### src/rtl/e203_irq_inj_ctrl_pkg.sv
// Shared types and constants for the E203 interrupt-stimulus controller.
// Optional bus-error burst feature is selected by E203_IRQ_INJ_BUSERR_EN.
package e203_irq_inj_ctrl_pkg;

  localparam int unsigned LFSR_W = 32;
  localparam logic [LFSR_W-1:0] LFSR_TAPS = 32'h8020_0003;

  typedef enum logic [2:0] {
    G_IDLE  = 3'd0,
    G_ARMED = 3'd1,
    G_RUN   = 3'd2,
    G_DRAIN = 3'd3,
    G_DONE  = 3'd4
  } glb_state_e;

  typedef enum logic [1:0] {
    CH_OFF    = 2'd0,
    CH_WAIT   = 2'd1,
    CH_ASSERT = 2'd2
  } chnl_state_e;

  // One step of the 32-bit Galois LFSR
  function automatic logic [LFSR_W-1:0] lfsr_step(input logic [LFSR_W-1:0] v);
    return (v >> 1) ^ (v[0] ? LFSR_TAPS : '0);
  endfunction

endpackage

### src/rtl/e203_irq_inj_ctrl_if.sv
// Commit-observation and IRQ-drive bundle between the bench and the injector.
// Bus-error side-band signals exist only when E203_IRQ_INJ_BUSERR_EN is defined.
interface e203_irq_inj_ctrl_if #(
  parameter int unsigned CHNL_NUM = 3,
  parameter int unsigned PC_W     = 32
);
  logic                     en_i;
  logic [PC_W-1:0]          start_pc_i;
  logic [PC_W-1:0]          tohost_pc_i;
  logic [CHNL_NUM*PC_W-1:0] ack_pc_i;
  logic                     cmt_valid_i;
  logic [PC_W-1:0]          cmt_pc_i;
  logic [CHNL_NUM-1:0]      irq_o;
  logic [31:0]              tohost_cnt_o;
  logic                     done_o;
`ifdef E203_IRQ_INJ_BUSERR_EN
  logic                     mie_i;
  logic                     bus_read_i;
  logic                     bus_err_o;
`endif

  modport master (
`ifdef E203_IRQ_INJ_BUSERR_EN
    output mie_i, output bus_read_i, input bus_err_o,
`endif
    output en_i, output start_pc_i, output tohost_pc_i, output ack_pc_i,
    output cmt_valid_i, output cmt_pc_i,
    input  irq_o, input tohost_cnt_o, input done_o
  );

  modport slave (
`ifdef E203_IRQ_INJ_BUSERR_EN
    input mie_i, input bus_read_i, output bus_err_o,
`endif
    input  en_i, input start_pc_i, input tohost_pc_i, input ack_pc_i,
    input  cmt_valid_i, input cmt_pc_i,
    output irq_o, output tohost_cnt_o, output done_o
  );

endinterface

### src/rtl/e203_irq_inj_ctrl_chnl.sv
// One IRQ channel: private LFSR, random delay counter and OFF/WAIT/ASSERT FSM.
module e203_irq_inj_ctrl_chnl
  import e203_irq_inj_ctrl_pkg::*;
#(
  parameter int unsigned       DLY_W = 10,
  parameter logic [LFSR_W-1:0] SEED  = 32'hACE1_2345
) (
  input  logic clk,
  input  logic rst_n,
  input  logic i_go,     // global ARMED->RUN this cycle
  input  logic i_run,    // global state is RUN
  input  logic i_ack,    // handler-exit PC of this channel committed
  output logic o_irq,
  output logic o_off_c
);

  chnl_state_e       r_state;
  chnl_state_e       w_state_nxt;
  logic [DLY_W-1:0]  r_dly;
  logic [DLY_W-1:0]  w_dly_nxt;
  logic [DLY_W-1:0]  w_dly_load;
  logic [LFSR_W-1:0] r_lfsr;
  logic              r_irq;

  // Forcing bit 0 keeps the delay non-zero
  assign w_dly_load = r_lfsr[DLY_W-1:0] | DLY_W'(1);

  // LFSR free-runs from reset independent of channel state
  always_ff @(posedge clk or negedge rst_n) begin
    if (!rst_n) r_lfsr <= SEED;
    else        r_lfsr <= lfsr_step(r_lfsr);
  end

  // Channel state, delay counter and registered IRQ
  always_ff @(posedge clk or negedge rst_n) begin
    if (!rst_n) begin
      r_state <= CH_OFF;
      r_dly   <= '0;
      r_irq   <= 1'b0;
    end else begin
      r_state <= w_state_nxt;
      r_dly   <= w_dly_nxt;
      r_irq   <= (w_state_nxt == CH_ASSERT);
    end
  end

  // Next state: leaving RUN cancels a pending wait but never cuts an asserted IRQ
  always_comb begin
    w_state_nxt = r_state;
    w_dly_nxt   = r_dly;
    unique case (r_state)
      CH_OFF: begin
        if (i_go) begin
          w_state_nxt = CH_WAIT;
          w_dly_nxt   = w_dly_load;
        end
      end
      CH_WAIT: begin
        if (!i_run) begin
          w_state_nxt = CH_OFF;
        end else if (r_dly == DLY_W'(1)) begin
          w_state_nxt = CH_ASSERT;
        end else begin
          w_dly_nxt = r_dly - DLY_W'(1);
        end
      end
      CH_ASSERT: begin
        if (i_ack) begin
          if (i_run) begin
            w_state_nxt = CH_WAIT;
            w_dly_nxt   = w_dly_load;
          end else begin
            w_state_nxt = CH_OFF;
          end
        end
      end
      default: w_state_nxt = CH_OFF;
    endcase
  end

  assign o_irq   = r_irq;
  assign o_off_c = (r_state == CH_OFF);

endmodule

### src/rtl/e203_irq_inj_ctrl.sv
// E203 interrupt-stimulus controller: global sequencing FSM, tohost commit
// counter and CHNL_NUM independent IRQ channels.
// Define E203_IRQ_INJ_BUSERR_EN to add the bus-error burst generator.
module e203_irq_inj_ctrl
  import e203_irq_inj_ctrl_pkg::*;
#(
  parameter int unsigned       CHNL_NUM  = 3,
  parameter int unsigned       PC_W      = 32,
  parameter int unsigned       DLY_W     = 10,
  parameter int unsigned       STOP_CNT  = 32,
  parameter logic [LFSR_W-1:0] LFSR_SEED = 32'hACE1_2345
`ifdef E203_IRQ_INJ_BUSERR_EN
  ,
  parameter int unsigned       BERR_W    = 8
`endif
) (
  input logic                   clk,
  input logic                   rst_n,
  e203_irq_inj_ctrl_if.slave    bus
);

  glb_state_e          r_state;
  glb_state_e          w_state_nxt;
  logic [31:0]         r_tohost_cnt;
  logic                r_done;
  logic                w_start_hit;
  logic                w_tohost_hit;
  logic                w_go;
  logic                w_run;
  logic [CHNL_NUM-1:0] w_ack_hit;
  logic [CHNL_NUM-1:0] w_irq;
  logic [CHNL_NUM-1:0] w_off;

  assign w_start_hit  = bus.cmt_valid_i && (bus.cmt_pc_i == bus.start_pc_i);
  assign w_tohost_hit = bus.cmt_valid_i && (bus.cmt_pc_i == bus.tohost_pc_i);
  assign w_go         = (r_state == G_ARMED) && w_start_hit;
  assign w_run        = (r_state == G_RUN);

  // Global state and registered done flag
  always_ff @(posedge clk or negedge rst_n) begin
    if (!rst_n) begin
      r_state <= G_IDLE;
      r_done  <= 1'b0;
    end else begin
      r_state <= w_state_nxt;
      r_done  <= (w_state_nxt == G_DONE);
    end
  end

  // Global next state, one transition per cycle
  always_comb begin
    w_state_nxt = r_state;
    unique case (r_state)
      G_IDLE:  if (bus.en_i) w_state_nxt = G_ARMED;
      G_ARMED: if (w_start_hit) w_state_nxt = G_RUN;
      G_RUN: begin
        if ((r_tohost_cnt > 32'(STOP_CNT)) || !bus.en_i) w_state_nxt = G_DRAIN;
      end
      G_DRAIN: if (&w_off) w_state_nxt = G_DONE;
      G_DONE:  w_state_nxt = G_DONE;
      default: w_state_nxt = G_IDLE;
    endcase
  end

  // Saturating tohost commit counter, active in every state
  always_ff @(posedge clk or negedge rst_n) begin
    if (!rst_n) begin
      r_tohost_cnt <= '0;
    end else if (w_tohost_hit && (r_tohost_cnt != '1)) begin
      r_tohost_cnt <= r_tohost_cnt + 32'd1;
    end
  end

  // Per-channel ack decode and channel instances
  for (genvar gi = 0; gi < CHNL_NUM; gi++) begin : g_chnl
    assign w_ack_hit[gi] = bus.cmt_valid_i &&
                           (bus.cmt_pc_i == bus.ack_pc_i[gi*PC_W +: PC_W]);

    e203_irq_inj_ctrl_chnl #(
      .DLY_W (DLY_W),
      .SEED  (LFSR_SEED ^ 32'(gi + 1))
    ) u_chnl (
      .clk     (clk),
      .rst_n   (rst_n),
      .i_go    (w_go),
      .i_run   (w_run),
      .i_ack   (w_ack_hit[gi]),
      .o_irq   (w_irq[gi]),
      .o_off_c (w_off[gi])
    );
  end

  assign bus.irq_o        = w_irq;
  assign bus.tohost_cnt_o = r_tohost_cnt;
  assign bus.done_o       = r_done;

`ifdef E203_IRQ_INJ_BUSERR_EN
  logic [LFSR_W-1:0] r_berr_lfsr;
  logic [BERR_W-1:0] r_berr_cnt;
  logic [BERR_W-1:0] w_berr_load;
  logic              r_berr_hi;

  assign w_berr_load = r_berr_lfsr[BERR_W-1:0] | BERR_W'(1);

  // Alternating low/high burst windows, parked low outside RUN
  always_ff @(posedge clk or negedge rst_n) begin
    if (!rst_n) begin
      r_berr_lfsr <= LFSR_SEED;
      r_berr_cnt  <= '0;
      r_berr_hi   <= 1'b0;
    end else begin
      r_berr_lfsr <= lfsr_step(r_berr_lfsr);
      if (!w_run) begin
        r_berr_hi  <= 1'b0;
        r_berr_cnt <= w_berr_load;
      end else if (r_berr_cnt <= BERR_W'(1)) begin
        r_berr_hi  <= ~r_berr_hi;
        r_berr_cnt <= w_berr_load;
      end else begin
        r_berr_cnt <= r_berr_cnt - BERR_W'(1);
      end
    end
  end

  assign bus.bus_err_o = r_berr_hi & bus.mie_i & bus.bus_read_i & w_run;
`endif

endmodule
### src/flat_wrapper.sv
// flat-port wrapper written by rule: the top's interface ports become plain ports
module e203_irq_inj_ctrl_flat import e203_irq_inj_ctrl_pkg::*;
#(
  parameter int unsigned       CHNL_NUM  = 3,
  parameter int unsigned       PC_W      = 32,
  parameter int unsigned       DLY_W     = 10,
  parameter int unsigned       STOP_CNT  = 32,
  parameter logic [LFSR_W-1:0] LFSR_SEED = 32'hACE1_2345

)
  (clk, rst_n, bus_en_i, bus_start_pc_i, bus_tohost_pc_i, bus_ack_pc_i, bus_cmt_valid_i, bus_cmt_pc_i, bus_irq_o, bus_tohost_cnt_o, bus_done_o);
  e203_irq_inj_ctrl_if #(.CHNL_NUM(CHNL_NUM), .PC_W(PC_W)) bus_i ();
  input logic clk;
  input logic rst_n;
  input wire logic [$bits(bus_i.en_i)-1:0] bus_en_i;
  input wire logic [$bits(bus_i.start_pc_i)-1:0] bus_start_pc_i;
  input wire logic [$bits(bus_i.tohost_pc_i)-1:0] bus_tohost_pc_i;
  input wire logic [$bits(bus_i.ack_pc_i)-1:0] bus_ack_pc_i;
  input wire logic [$bits(bus_i.cmt_valid_i)-1:0] bus_cmt_valid_i;
  input wire logic [$bits(bus_i.cmt_pc_i)-1:0] bus_cmt_pc_i;
  output wire logic [$bits(bus_i.irq_o)-1:0] bus_irq_o;
  output wire logic [$bits(bus_i.tohost_cnt_o)-1:0] bus_tohost_cnt_o;
  output wire logic [$bits(bus_i.done_o)-1:0] bus_done_o;
  assign bus_i.en_i = bus_en_i;
  assign bus_i.start_pc_i = bus_start_pc_i;
  assign bus_i.tohost_pc_i = bus_tohost_pc_i;
  assign bus_i.ack_pc_i = bus_ack_pc_i;
  assign bus_i.cmt_valid_i = bus_cmt_valid_i;
  assign bus_i.cmt_pc_i = bus_cmt_pc_i;
  assign bus_irq_o = bus_i.irq_o;
  assign bus_tohost_cnt_o = bus_i.tohost_cnt_o;
  assign bus_done_o = bus_i.done_o;
  e203_irq_inj_ctrl #(.CHNL_NUM(CHNL_NUM), .PC_W(PC_W), .DLY_W(DLY_W), .STOP_CNT(STOP_CNT), .LFSR_SEED(LFSR_SEED)) u_core (.clk(clk), .rst_n(rst_n), .bus(bus_i));
endmodule
### config.mk
export PLATFORM = sky130hd
export DESIGN_NAME = e203_irq_inj_ctrl_flat
export DESIGN_NICKNAME = d
export VERILOG_FILES = /design/src/rtl/e203_irq_inj_ctrl_pkg.sv /design/src/rtl/e203_irq_inj_ctrl_if.sv /design/src/rtl/e203_irq_inj_ctrl_chnl.sv /design/src/rtl/e203_irq_inj_ctrl.sv /design/src/flat_wrapper.sv
export SDC_FILE = /design/constraint.sdc
export NUM_CORES = 1
export LEC_CHECK = 0
export CORE_UTILIZATION = 41
export DETAILED_ROUTE_END_ITERATION = 6
export GPL_TIMING_DRIVEN = 0
export MAX_ROUTING_LAYER = met4
export PLACE_DENSITY = 0.69
export RECOVER_POWER = 50
export SLEW_MARGIN = 10
export SYNTH_ARGS = -nofsm -noshare
export SYNTH_HDL_FRONTEND = slang
export SYNTH_SLANG_ARGS = --single-unit
### constraint.sdc
create_clock -name clk -period 5.3 [get_ports clk]
set_clock_uncertainty 0.15 [all_clocks]
set_input_delay 0.795 -clock clk [delete_from_list [all_inputs] [get_ports clk]]
set_output_delay 0.795 -clock clk [all_outputs]
set_load 0.02 [all_outputs]
=== Word-level counts from Yosys, hierarchy flattened ===
Cells that the tools add are included.

* Flip-flop bits (word level): 171
* Output and inout port bits: 36

* Equal/unequal tests: 38
* Reduce and logical (&&, ||, !) cells: 20
* Bitwise gates (word level): 3
* Order comparisons: 1
* Add/subtract/negate cells: 4
* Multiplexer cells: 42

{| class="wikitable"
|+ Operator list
! kind !! count
|-
| equality test 32 bit || 5
|-
| 2-to-1 mux 10 bit || 15
|-
| 2-to-1 mux 32 bit || 3
|-
| XOR 31 x 32 -> 32 bit || 3
|-
| case mux 10 bit (3 select lines) || 3
|-
| adder 32 x 1 -> 32 bit (second input constant) || 1
|-
| > comparator 32 x 6 -> 1 bit (second input constant) || 1
|-
| != test 32 bit (second input constant) || 1
|-
| equality test 10 x 1 -> 1 bit (second input constant) || 3
|-
| subtractor 10 x 1 -> 10 bit (second input constant) || 3
|-
| 2-to-1 mux 2 bit || 12
|-
| != test 2 bit (second input constant) || 9
|-
| case mux 2 bit (3 select lines) || 3
|-
| AND reduction 6 bit || 3
|-
| case mux 3 bit (5 select lines) || 1
|-
| equality test 2 bit (second input constant) || 6
|-
| 2-to-1 mux 3 bit || 4
|-
| != test 2 x 1 -> 1 bit (second input constant) || 6
|-
| nonzero test 3 bit || 3
|-
| logical AND 1 bit || 7
|-
| equality test 2 x 1 -> 1 bit (second input constant) || 3
|-
| equality test 3 x 2 -> 1 bit (second input constant) || 2
|-
| equality test 3 bit (second input constant) || 2
|-
| logical NOT 2 bit || 3
|-
| other kinds (6) || 6
|}

=== Longest topological paths before layout ===
Gate-level depths: netlist of the first run.

* Word-level depth: 6
* Mapped depth: 9
* Mapped depth without buffers: 9

=== Cells and area by module ===
Synthesis of the first run repeated with hierarchy kept, for this count alone.

* Cells, all modules: 786
* Area, all modules: 8,747.1 µm²

{| class="wikitable"
|+ Modules (own cells, without submodules)
! module !! area an instance (µm²) !! sequential area each (µm²) !! cells an instance !! instances
|-
| e203_irq_inj_ctrl || 3,743.6 || 900.9 || 429 || 1
|-
| e203_irq_inj_ctrl_chnl at u_core.g_chnl[1].u_chnl || 1,669.1 || 1,144.8 || 119 || 1
|-
| e203_irq_inj_ctrl_chnl at u_core.g_chnl[2].u_chnl || 1,667.8 || 1,143.6 || 119 || 1
|-
| e203_irq_inj_ctrl_chnl at u_core.g_chnl[0].u_chnl || 1,666.6 || 1,142.3 || 119 || 1
|}

=== Worst setup path before layout of the first run ===
No wires, ideal clock.

* Path kind: input port to flip-flop
* From: input port bus_cmt_pc_i[16]
* To: register u_core.g_chnl[1].u_chnl.r_dly[9]
* Required time: 5.024 ns
* Data arrival time: 3.021 ns
* Stages on the path: 8
* Setup slack: 2.003 ns
* Cells stage by stage: buf_6 > nor2b_4 > or4_1 > or4_4 > or4_4 > o32ai_4 > a21oi_2 > a221o_1

* Longest elaborated chain between the ends: 5
* Elaborated cells between the ends (all ways): 8

{| class="wikitable"
|+ RTL lines
! what !! RTL line !! RTL
|-
| from (decl) || flat_wrapper.sv:20 || <nowiki>input wire logic [$bits(bus_i.cmt_pc_i)-1:0] bus_cmt_pc_i;</nowiki>
|-
| equality test 32 bit || e203_irq_inj_ctrl.sv:34 || <nowiki>assign w_start_hit = bus.cmt_valid_i && (bus.cmt_pc_i == bus.start_pc_i);</nowiki>
|-
| logical AND 1 bit || e203_irq_inj_ctrl.sv:34 ||
|-
| logical AND 1 bit || e203_irq_inj_ctrl.sv:36 || <nowiki>assign w_go = (r_state == G_ARMED) && w_start_hit;</nowiki>
|-
| != test 2 x 1 -> 1 bit (no source line) || -- ||
|-
| AND reduction 6 bit (no source line) * || -- ||
|-
| to (signal assigned) || e203_irq_inj_ctrl_chnl.sv:42 || <nowiki>r_dly <= w_dly_nxt;</nowiki>
|-
| to (decl) || e203_irq_inj_ctrl_chnl.sv:19 || <nowiki>logic [DLY_W-1:0] r_dly;</nowiki>
|}

Every way passes the cells marked *; elsewhere a longest branch is shown, timed or not.
A chain may end at the register's enable or synchronous reset.

=== Worst setup path after layout of the first run ===
* From: input port bus_tohost_pc_i[14]
* To: register u_core.r_tohost_cnt[17] (netlist: u_core.bus.tohost_cnt_o[17])

* Longest elaborated chain between the ends: 3

{| class="wikitable"
|+ RTL lines
! what !! RTL line !! RTL
|-
| from (decl) || flat_wrapper.sv:17 || <nowiki>input wire logic [$bits(bus_i.tohost_pc_i)-1:0] bus_tohost_pc_i;</nowiki>
|-
| equality test 32 bit || e203_irq_inj_ctrl.sv:35 || <nowiki>assign w_tohost_hit = bus.cmt_valid_i && (bus.cmt_pc_i == bus.tohost_pc_i);</nowiki>
|-
| logical AND 1 bit || e203_irq_inj_ctrl.sv:35 ||
|-
| logical AND 1 bit || e203_irq_inj_ctrl.sv:69 || <nowiki>end else if (w_tohost_hit && (r_tohost_cnt != '1)) begin</nowiki>
|-
| to (signal assigned) || e203_irq_inj_ctrl.sv:70 || <nowiki>r_tohost_cnt <= r_tohost_cnt + 32'd1;</nowiki>
|-
| to (decl) || e203_irq_inj_ctrl.sv:24 || <nowiki>logic [31:0] r_tohost_cnt;</nowiki>
|}

Every way passes these cells.

==> results.tsv, run 1 <==
stage	metric	value	unit
drt	routedWlPerCell	20.2	um
place	dp_hpwl	22600	um
clocking	cts_made_buffers	17	
critical_path	crit_arrival	4.06	ns
clocking	cts_tree	built	
power_and_ir_drop	clockPowerShare	42.0	%
power_and_ir_drop	p_sw	739	uW
power_and_ir_drop	peakVddDrop	0.000213	V
global_routing	grt_antenna_before_repair	1	
layout	syn2layout_area_growth	31.5	%
drt	remaining_drc_errors	0	
outcome	status	complete, but fails checks	
layout	regArea	0.00433	mm2
floorplan	core-area	0.0221	mm2
timing	fmax	0.256	GHz
synth	synth_area	0.00933	mm2
timing	finalCriticalPeriod	3.90	ns
drt	initialDrtViolationCount	558	
synth	avgSynthCellArea	10.2	um2
synth	synthTopCellsByArea	dfrtp_1 35%, dfstp_2 12%, xor2_1 9.4%	
critical_path	slowest_stage	nor3_1	
synth	synthCells	917	
critical_path	critical_path.max_fanout	10	
timing	setup_tns	0	ns
critical_path	path_cells	clkdlybuf4s50_1, xnor2_1, nand3_1, nor3_1, nand4_1, a211oi_1, clkbuf_1, nand3_1, xnor2_1	
synth	yosysWarnings	0	
timing	slew_violations	82	
critical_path	rr_startpoint	u_core.r_state[0]	
global_routing	grt.total_usage	26.2	%
layout	fillCellCount	1914	
timing	finalCritPeriodShare	73.7	%
clocking	post_cts_buffers	0	
critical_path	crit_path_start_kind	input port	
critical_path	end_kind	register	
synth	ys.flop_type	dfrtp_1	
layout	design_area	0.0123	mm2
timing	rsz0062_at_grt	false	
critical_path	critical_path.top_delay_family	simple AND/OR/NAND/NOR gates	
place	gp_congestion	0.970	
synth	syn_nets	1121	
synth	synth_top_area_share	34.6	%
timing	hold_viol_final	0	
global_routing	grt_start_max_net_pins	92	
power_and_ir_drop	power_frac_comb	13.4	%
synth	yosysSeqAreaShare	46.4	%
floorplan	die_h	153	um
drt	ant_nets	0	
timing	relSlewSlack	-30.3	%
global_routing	grt_overflow	0	
hold_path	hold_start	u_core.g_chnl[1].u_chnl.r_lfsr[20]	
drt	drtPass1Iterations	5	
critical_path	required	5.46	ns
place	io_buffers	199	
layout	nets	1340	
timing	whs	0.200	ns
drt	via_per_inst	5.48	
drt	num_vias	7836	
power_and_ir_drop	p_leak	0.00490	uW
critical_path	cp_num_buf_inv	2	
synth	ys_seq_elements	171	
power_and_ir_drop	p_sw_share	25.2	%
layout	multi_input_area	0.00468	mm2
clocking	cts-root-buf	clkbuf_16	
clocking	hold_buffers	0	
layout	finalCoreUtilization	55.5	%
power_and_ir_drop	power_density	239	mW/mm2
clocking	clk_pin_slew	0.07	ns
power_and_ir_drop	seq_power_share	44.6	%
drt	drt-total-wl	28900	um
floorplan	die_width	153	um
layout	mostFrequentLayoutCells	198 x clkdlybuf4s50_1, 129 x dfrtp_1, 100 x xor2_1	
clocking	clk_path_buf_depth	2	
synth	synth_largest_area_cell	dfrtp_1	
layout	drive_gt1_share	8.53	%
synth	synth_cell_types	71	
global_routing	grt_pass1_wl	44900	um
outcome	failed_checks	max-capacitance violations, max-slew violations	
power_and_ir_drop	p_int	2190	uW
clocking	cts_repair_resize_count	0	
floorplan	num_rows	54	
floorplan	io_pins	232	
run	drv_cap	1	
floorplan	fp.dieArea	0.0234	mm2
timing	setup_viol	0	
synth	synth-async-reset-ratio	100	%
hold_path	hp-class	reg -> reg	
place	placed_cell_area	0.0117	mm2
timing	tightest_slew	1.95	ns
critical_path	max_stage_delay	0.73	ns
critical_path	cp-startpoint	bus_tohost_pc_i[14]	
clocking	clock-sinks	171	
clocking	worstSkewPairLatency	0.43	ns
clocking	htreeDepth	4	
critical_path	crit_type	in -> reg	
synth	synth_edf_count	0	
floorplan	initial_core_util	42.2	%
layout	final_common_cell	clkdlybuf4s50_1	
global_routing	grt_pass1_vias	7800	
power groups by stage:
stage | clock network [uW] | registers [uW] | logic [uW]
6_report | 1230 | 1310 | 392
5_1_grt | 1320 | 1300 | 419
4_1_cts | 1260 | 1310 | 389
3_5_place_dp | 0 | 1330 | 386
3_3_place_gp | 0 | 1330 | 383
2_1_floorplan | 0 | 1330 | 164
final cells by class:
type	instances	share of cell area, %
diodes	1	0.0204
plain buffers	48	1.76
clock buffers	20	3.73
clock inverters	12	1.02
inverters	27	0.826
multi-input cells	671	38.2
flip-flops and latches	171	35.3
well taps	280	2.86
repair buffers	200	16.3
Yosys cell counts (6+ instances only):
cell type,count
a21oi_1,22
and3_1,13
buf_2,8
clkbuf_1,33
dfrtp_1,129
dfstp_2,42
ha_1,8
inv_1,26
mux2i_1,14
nand2_1,54
nand2b_1,12
nand3_1,36
nand4_1,33
nand4b_1,6
nor2_1,43
nor2b_1,28
nor3_1,20
nor4_1,46
nor4b_1,6
o21ai_0,21
o2bb2ai_1,6
or3_1,10
or4_1,14
xnor2_1,92
xor2_1,100
metrics by stage:
stage / power (uW) / std cells / worst slack [ns]
6_report: 2930 / 1430 / 1.40
4_1_cts: 2950 / 1429 / 1.53
3_3_place_gp: 1710 / 1396 / -3.38
3_5_place_dp: 1720 / 1397 / 1.06
5_1_grt: 3040 / 1430 / 1.16
2_1_floorplan: 1490 / 917 / 2.00
layer usage:
layer | track usage, % | vias up | part of all wire (%)
met3 | 6.29 | 44 | 7.8
met5 | - | - | 0
met4 | 7.98 | 0 | 2.0
met1 | 35.9 | 3809 | 46
li1 | - | 3669 | -
met2 | 38.0 | 314 | 44
flip-flops by register name, summed over array words and instances, names as in the netlist:
name,count
u_core.bus.done_o,1
u_core.bus.tohost_cnt_o,32
u_core.g_chnl.u_chnl.o_irq,3
u_core.g_chnl.u_chnl.r_dly,30
u_core.g_chnl.u_chnl.r_lfsr,96
u_core.g_chnl.u_chnl.r_state,6
u_core.r_state,3
cells by family (layout without fill, tap and decap cells):
family | count (synthesis) | after routing | synth area share (%)
and+or+nand+nor | 357 | 357 | 21.9
xor gates and xnor gates | 192 | 192 | 18.0
DFF | 171 | 171 | 46.4
AOI/OAI and AO/OA | 100 | 100 | 7.64
buffers and inverters | 75 | 307 | 3.41
muxes | 14 | 14 | 1.50
adders and majority gates | 8 | 8 | 1.07
other | 0 | 1 | 0
final timing paths:
kind / endpoint / slack [ns] / cells after the start
min in group asynchronous: u_core.g_chnl[2].u_chnl.r_dly[5] / 0.22 / 1
max in group asynchronous: u_core.g_chnl[0].u_chnl.r_lfsr[1] / 2.45 / 2
max reg2reg: u_core.g_chnl[0].u_chnl.r_dly[7] / 1.77 / 7
max: u_core.bus.tohost_cnt_o[17] / 1.40 / 9
min: u_core.g_chnl[1].u_chnl.r_lfsr[19] / 0.20 / 0
min reg2reg: u_core.g_chnl[1].u_chnl.r_lfsr[19] / 0.20 / 0
No activity file was read; power rests on OpenSTA's default activity.
==> inputs of run 2 (changes only) <==
Clock period 5.3 ns to 3.99 ns, I/O delays scaled along.
==> run 2 against run 1 <==
The flow still finishes with violations (max-capacitance violations, max-slew violations). Clock power up 33%. Count of clock-buffer cells in the layout stayed put. Non-clock buffer count is the same. Routed wire length is essentially flat. Largest power group unchanged. Critical endpoint unchanged.
==> results.tsv, run 2 (synthesis gave the netlist of run 1 again) <==
stage	metric	value	unit	change
layout	drive_gt1_share	8.53	%	unchanged
critical_path	crit_path_start_kind	input port		
timing	fin_ws	0.283	ns	-1.11 ns
critical_path	r2r_slack	0.46	ns	-1.31 ns
power_and_ir_drop	power_density	317	mW/mm2	+33%
global_routing	grt_pass1_vias	7800		unchanged
global_routing	grt_antenna_before_repair	1		unchanged
timing	finalCriticalPeriod	3.71	ns	
layout	largest_reg_flops	96		unchanged
timing	tightest_slew	2.16	ns	+0.204 ns
floorplan	core-area	0.0221	mm2	unchanged
floorplan	fp.dieArea	0.0234	mm2	unchanged
hold_path	holdPathEnd	u_core.g_chnl[1].u_chnl.r_lfsr[19]		
clocking	cts_repair_resize_count	0		unchanged
timing	rsz0062_at_grt	false		
critical_path	slowest_stage	nor3_1		
place	io_buffers	199		unchanged
critical_path	rr_worst_depth	7		unchanged
run	drv_cap	1		unchanged
drt	drtPass1Iterations	5		unchanged
drt	route.met3.wl	2270	um	+0.35%
drt	drt-total-wl	28900	um	about the same
timing	slew_violations	92		+12%
place	placed_cell_area	0.0117	mm2	unchanged
timing	relSlewSlack	-43.9	%	-14 points
clocking	cts-root-buf	clkbuf_16		
drt	num_vias	7838		+0.026%
drt	via_per_inst	5.48		about the same
drt	routedWlPerCell	20.2	um	about the same
critical_path	critical_path.max_fanout	10		unchanged
floorplan	initial_core_util	42.2	%	unchanged
timing	setup_viol	0		unchanged
outcome	status	complete, but fails checks		
drt	initialDrtViolationCount	558		unchanged
global_routing	grt_pass1_wl	44900	um	unchanged
critical_path	critical_path.top_delay_family	simple AND/OR/NAND/NOR gates		
clocking	clk_pin_slew	0.07	ns	about the same
critical_path	cp_num_buf_inv	2		unchanged
critical_path	required	4.15	ns	-1.31 ns
outcome	failed_checks	max-capacitance violations, max-slew violations		
layout	final_common_cell	clkdlybuf4s50_1		
floorplan	io_pins	232		unchanged
clocking	cts_tree	built		
clocking	hold_buffers	0		unchanged
layout	mostFrequentLayoutCells	198 x clkdlybuf4s50_1, 129 x dfrtp_1, 100 x xor2_1		
critical_path	path_cells	clkdlybuf4s50_1, xnor2_1, nand3_1, nor3_1, nand4_1, a211oi_1, clkbuf_1, nand3_1, xnor2_1		
global_routing	grt_start_max_net_pins	92		unchanged
critical_path	end_kind	register		
clocking	clk_path_buf_depth	2		unchanged
place	dp_hpwl	22600	um	unchanged
place	place_ws	-0.0490	ns	-1.11 ns
layout	nets	1340		unchanged
timing	fmax	0.270	GHz	
critical_path	crit_arrival	3.87	ns	-0.19 ns
drt	ant_nets	0		unchanged
clocking	clock-sinks	171		unchanged
layout	top_register	u_core.g_chnl.u_chnl.r_lfsr		
clocking	htreeDepth	4		unchanged
timing	hold_viol_final	0		unchanged
layout	fillCellCount	1915		+0.052%
drt	dr_wl_met2	12800	um	about the same
floorplan	die_h	153	um	unchanged
hold_path	hold_start	u_core.g_chnl[1].u_chnl.r_lfsr[20]		
clocking	post_cts_buffers	0		unchanged
drt	met1_length	13300	um	about the same
layout	design_area	0.0123	mm2	about the same
layout	syn2layout_area_growth	31.4	%	about the same
drt	remaining_drc_errors	0		unchanged
global_routing	grt.total_usage	26.2	%	unchanged
global_routing	grt_overflow	0		unchanged
critical_path	rr_startpoint	u_core.r_state[0]		
layout	final_cells	1430		unchanged
clocking	worstSkewPairLatency	0.43	ns	about the same
place	gp_congestion	0.970		unchanged
critical_path	max_stage_delay	0.73	ns	about the same
floorplan	die_width	153	um	unchanged
power_and_ir_drop	p_leak	0.00490	uW	about the same
drt	routed.top_layer	met4		
hold_path	min_path_cells	0		unchanged
clocking	cts_made_buffers	17		unchanged
floorplan	num_rows	54		unchanged
critical_path	crit_type	in -> reg		
timing	finalCritPeriodShare	92.9	%	
critical_path	r2r_end	u_core.g_chnl[0].u_chnl.r_dly[7]		
place	dp_cells	1397		unchanged
power_and_ir_drop	peakVddDrop	0.000283	V	+33%
hold_path	hp-class	reg -> reg		
==> run 2: layer usage <==
metal	GRT usage (%)	up-vias
li1	-	3669
met1	35.9	3810
met2	38.0	317
met3	6.29	42
met4	7.98	0
met5	-	-
==> run 2: how the worst max path moves through the flow <==
stage	startpoint	to	slack, ns	cells past startpoint
6_report	bus_tohost_pc_i[14]	u_core.bus.tohost_cnt_o[17]	0.28	9
3_3_place_gp	rst_n	u_core.bus.tohost_cnt_o[16]	-4.49	1
3_5_place_dp	bus_cmt_pc_i[8]	u_core.bus.tohost_cnt_o[25]	-0.05	9
5_1_grt	bus_tohost_pc_i[14]	u_core.bus.tohost_cnt_o[25]	0.05	9
2_1_floorplan	bus_cmt_pc_i[16]	u_core.g_chnl[1].u_chnl.r_dly[9]	0.89	8
4_1_cts	bus_cmt_pc_i[8]	u_core.bus.tohost_cnt_o[11]	0.41	9
==> run 2: final cells by class <==
cell class / instances / area, um2 / area share, %
diodes: 1 / 2.50 / 0.0204
plain buffers: 48 / 216 / 1.77
inverters: 27 / 101 / 0.827
well taps: 280 / 350 / 2.86
clock buffers: 20 / 458 / 3.74
flip-flops and latches: 171 / 4330 / 35.3
repair buffers: 200 / 1990 / 16.3
clock inverters: 12 / 125 / 1.02
multi-input cells: 671 / 4680 / 38.2
==> run 2: worst register-to-register path: stages (launching register included) <==
cell and delay (ns):
dfrtp_1 0.46, nor3b_1 1.01, nand2b_1 0.25, a31oi_1 0.71, nand2_1 0.22, o21ai_0 0.22, a21oi_1 0.06, a311o_1 0.33
==> run 2: per-stage QoR <==
| stage | power, uW | setup TNS [ns] | hold slack (ns) | utilization (%) |
|---|---|---|---|---|
| after floorplan | 1980 | 0 | 0.153 | - |
| after global placement | 2280 | -678.14 | 0.183 | 52.8 |
| after detailed placement | 2280 | -0.340 | 0.187 | 53.0 |
| after CTS | 3920 | 0 | 0.0554 | 55.6 |
| after global routing | 4040 | 0 | 0.200 | 55.5 |
| final | 3890 | 0 | 0.200 | 55.5 |
==> run 2: power by group <==
group,switching [uW],total [uW],leakage [uW],internal [uW]
Combinational,262,519,0.00251,257
Clock,720,1630,0.000276,915
Sequential,0.0000154,1730,0.00211,1730
==> inputs of run 3 (changes only) <==
Settings changed: ABC_AREA set to 0, CAP_MARGIN set to 20, GPL_TIMING_DRIVEN 0 to not set.
==> run 3 against run 2 <==
The flow still finishes with violations (max-capacitance violations, max-slew violations). Critical path depth shrank 1. Utilization grew 1.8 points. Total power grew 4.1%. Via count grew 0.56%. First-iteration DRC count shrank 11%. Final area grew 3.2%. Critical path type unchanged. Critical endpoint is now u_core.g_chnl[0].u_chnl.r_dly[6]. Maximum frequency grew 9.4%. Clock power grew 7%. Register-to-register slack gained 0.57 ns.
==> results.tsv, run 3 (synthesis gave the netlist of run 1 again) <==
stage	metric	value	unit	change
timing	finalCriticalPeriod	3.39	ns	-0.318 ns
critical_path	crit_type	in -> reg		
drt	ant_nets	0		unchanged
global_routing	busiest_layer	met2		
critical_path	slowest_stage	or4b_2		
clocking	cts-root-buf	clkbuf_16		
timing	setup_tns	0	ns	unchanged
clocking	cts_repair_resize_count	0		unchanged
critical_path	r2r_end	u_core.g_chnl[0].u_chnl.r_dly[7]		
timing	relSlewSlack	-54.6	%	-11 points
floorplan	die_h	153	um	unchanged
drt	via_per_inst	5.45		-0.55%
global_routing	grt_pass1_vias	8082		+3.6%
global_routing	grt_overflow	0		unchanged
critical_path	required	4.12	ns	-0.03 ns
layout	final_common_cell	clkdlybuf4s50_1		
layout	nets	1356		+1.2%
critical_path	cp_num_buf_inv	1		-1
drt	drtPass1Iterations	5		unchanged
floorplan	fp.dieArea	0.0234	mm2	unchanged
clocking	cts_made_buffers	17		unchanged
timing	slew_violations	98		+6.5%
timing	finalCritPeriodShare	84.9	%	-8.0 points
power_and_ir_drop	peakVddDrop	0.000303	V	+6.9%
global_routing	grt_antenna_before_repair	1		unchanged
critical_path	cpMostUsedCell	mux2i_1		
critical_path	rr_worst_depth	8		+1
hold_path	hp-class	reg -> reg		
power_and_ir_drop	power_density	320	mW/mm2	+0.86%
critical_path	path_cells	clkdlybuf4s50_1, xnor2_1, nand3_1, or4b_2, or4_4, a21oi_4, mux2i_1, mux2i_1		
clocking	clock-sinks	171		unchanged
clocking	clk_path_buf_depth	2		unchanged
timing	setup_viol	0		unchanged
power_and_ir_drop	p_leak	0.00511	uW	+4.3%
global_routing	grt.total_usage	27.8	%	+1.6 points
timing	rsz0062_at_grt	false		
floorplan	core-area	0.0221	mm2	unchanged
global_routing	grt_start_max_net_pins	98		+6.5%
timing	tightest_slew	2.32	ns	+0.161 ns
clocking	htreeDepth	4		unchanged
drt	num_vias	7882		+0.56%
outcome	status	complete, but fails checks		
clocking	cts_tree	built		
place	io_buffers	231		+16%
clocking	post_cts_buffers	0		unchanged
critical_path	end_kind	register		
floorplan	initial_core_util	42.2	%	unchanged
hold_path	min_path_cells	0		unchanged
layout	largest_reg_flops	96		unchanged
place	gp_congestion	0.973		+0.37%
floorplan	num_rows	54		unchanged
timing	fmax	0.295	GHz	+9.4%
drt	drt-total-wl	30700	um	+6.1%
timing	fin_ws	0.601	ns	+0.318 ns
place	place_ws	0.211	ns	+0.260 ns
outcome	failed_checks	max-capacitance violations, max-slew violations		
critical_path	r2r_slack	1.03	ns	+0.57 ns
global_routing	grt_pass1_wl	47100	um	+5.0%
drt	remaining_drc_errors	0		unchanged
run	drv_cap	1		unchanged
global_routing	use_met2	43.1	%	+5.1 points
critical_path	crit_path_start_kind	input port		
clocking	worstSkewPairLatency	0.43	ns	about the same
layout	mostFrequentLayoutCells	230 x clkdlybuf4s50_1, 129 x dfrtp_1, 100 x xor2_1		
global_routing	grt_use_met1	37.6	%	+1.7 points
timing	hold_viol_final	0		unchanged
critical_path	critical_path.max_fanout	6		-4
floorplan	die_width	153	um	unchanged
layout	top_register	u_core.g_chnl.u_chnl.r_lfsr		
clocking	clk_pin_slew	0.06	ns	about the same
layout	fillCellCount	1909		-0.31%
drt	initialDrtViolationCount	499		-11%
clocking	hold_buffers	0		unchanged
hold_path	hold_start	u_core.g_chnl[2].u_chnl.r_lfsr[12]		
layout	syn2layout_area_growth	35.6	%	
hold_path	holdPathEnd	u_core.g_chnl[2].u_chnl.r_lfsr[11]		
place	dp_hpwl	25000	um	+11%
critical_path	max_stage_delay	0.70	ns	-0.03 ns
drt	routedWlPerCell	21.2	um	+5.0%
critical_path	rr_startpoint	u_core.r_state[2]		
critical_path	crit_arrival	3.52	ns	-0.35 ns
global_routing	grtUsageMet3	5.13	%	-1.2 points
floorplan	io_pins	232		unchanged
critical_path	critical_path.top_delay_family	simple AND/OR/NAND/NOR gates		
layout	drive_gt1_share	10.0	%	+1.5 points
## run 3: metal layers
layer / routed length, um / vias up
li1: - / 3709
met1: 14100 / 3889
met2: 14300 / 246
met3: 1820 / 38
met4: 500 / 0
met5: 0 / -
## run 3: area by class of cell
| cell class | instances | area (um2) | area share [%] |
|---|---|---|---|
| antenna | 1 | 2.50 | 0.0198 |
| clock buffer | 18 | 429 | 3.39 |
| clock inverter | 14 | 204 | 1.61 |
| inverter | 27 | 101 | 0.801 |
| multi-input combinational | 671 | 4680 | 37.0 |
| sequential | 171 | 4330 | 34.2 |
| tap | 280 | 350 | 2.77 |
| timing repair buffer | 264 | 2550 | 20.2 |
## run 3: metrics by stage
stage,instance area (um2),util [%],power [uW],hold slack [ns],instances
3_5_place_dp,12000,54.4,2330,0.186,1413
4_1_cts,12700,57.3,4090,0.139,1445
5_1_grt,12700,57.3,4210,0.206,1446
2_1_floorplan,9330,-,1980,0.153,917
3_3_place_gp,12000,54.4,2330,0.184,1413
6_report,12700,57.3,4050,0.199,1446
## run 3: worst max-delay path by stage
stage,start,endpoint,depth (start not counted)
2_1_floorplan,bus_cmt_pc_i[16],u_core.g_chnl[1].u_chnl.r_dly[9],8
3_3_place_gp,bus_cmt_pc_i[4],u_core.g_chnl[0].u_chnl.r_dly[6],8
3_5_place_dp,bus_cmt_pc_i[4],u_core.g_chnl[0].u_chnl.r_dly[2],8
4_1_cts,bus_cmt_pc_i[4],u_core.g_chnl[0].u_chnl.r_dly[2],8
5_1_grt,bus_cmt_pc_i[4],u_core.g_chnl[0].u_chnl.r_dly[6],8
6_report,bus_cmt_pc_i[4],u_core.g_chnl[0].u_chnl.r_dly[6],8
## run 3: where the power goes
group | internal [uW] | switching [uW]
Sequential | 1730 | 0.0000207
Combinational | 295 | 276
Clock | 1010 | 729
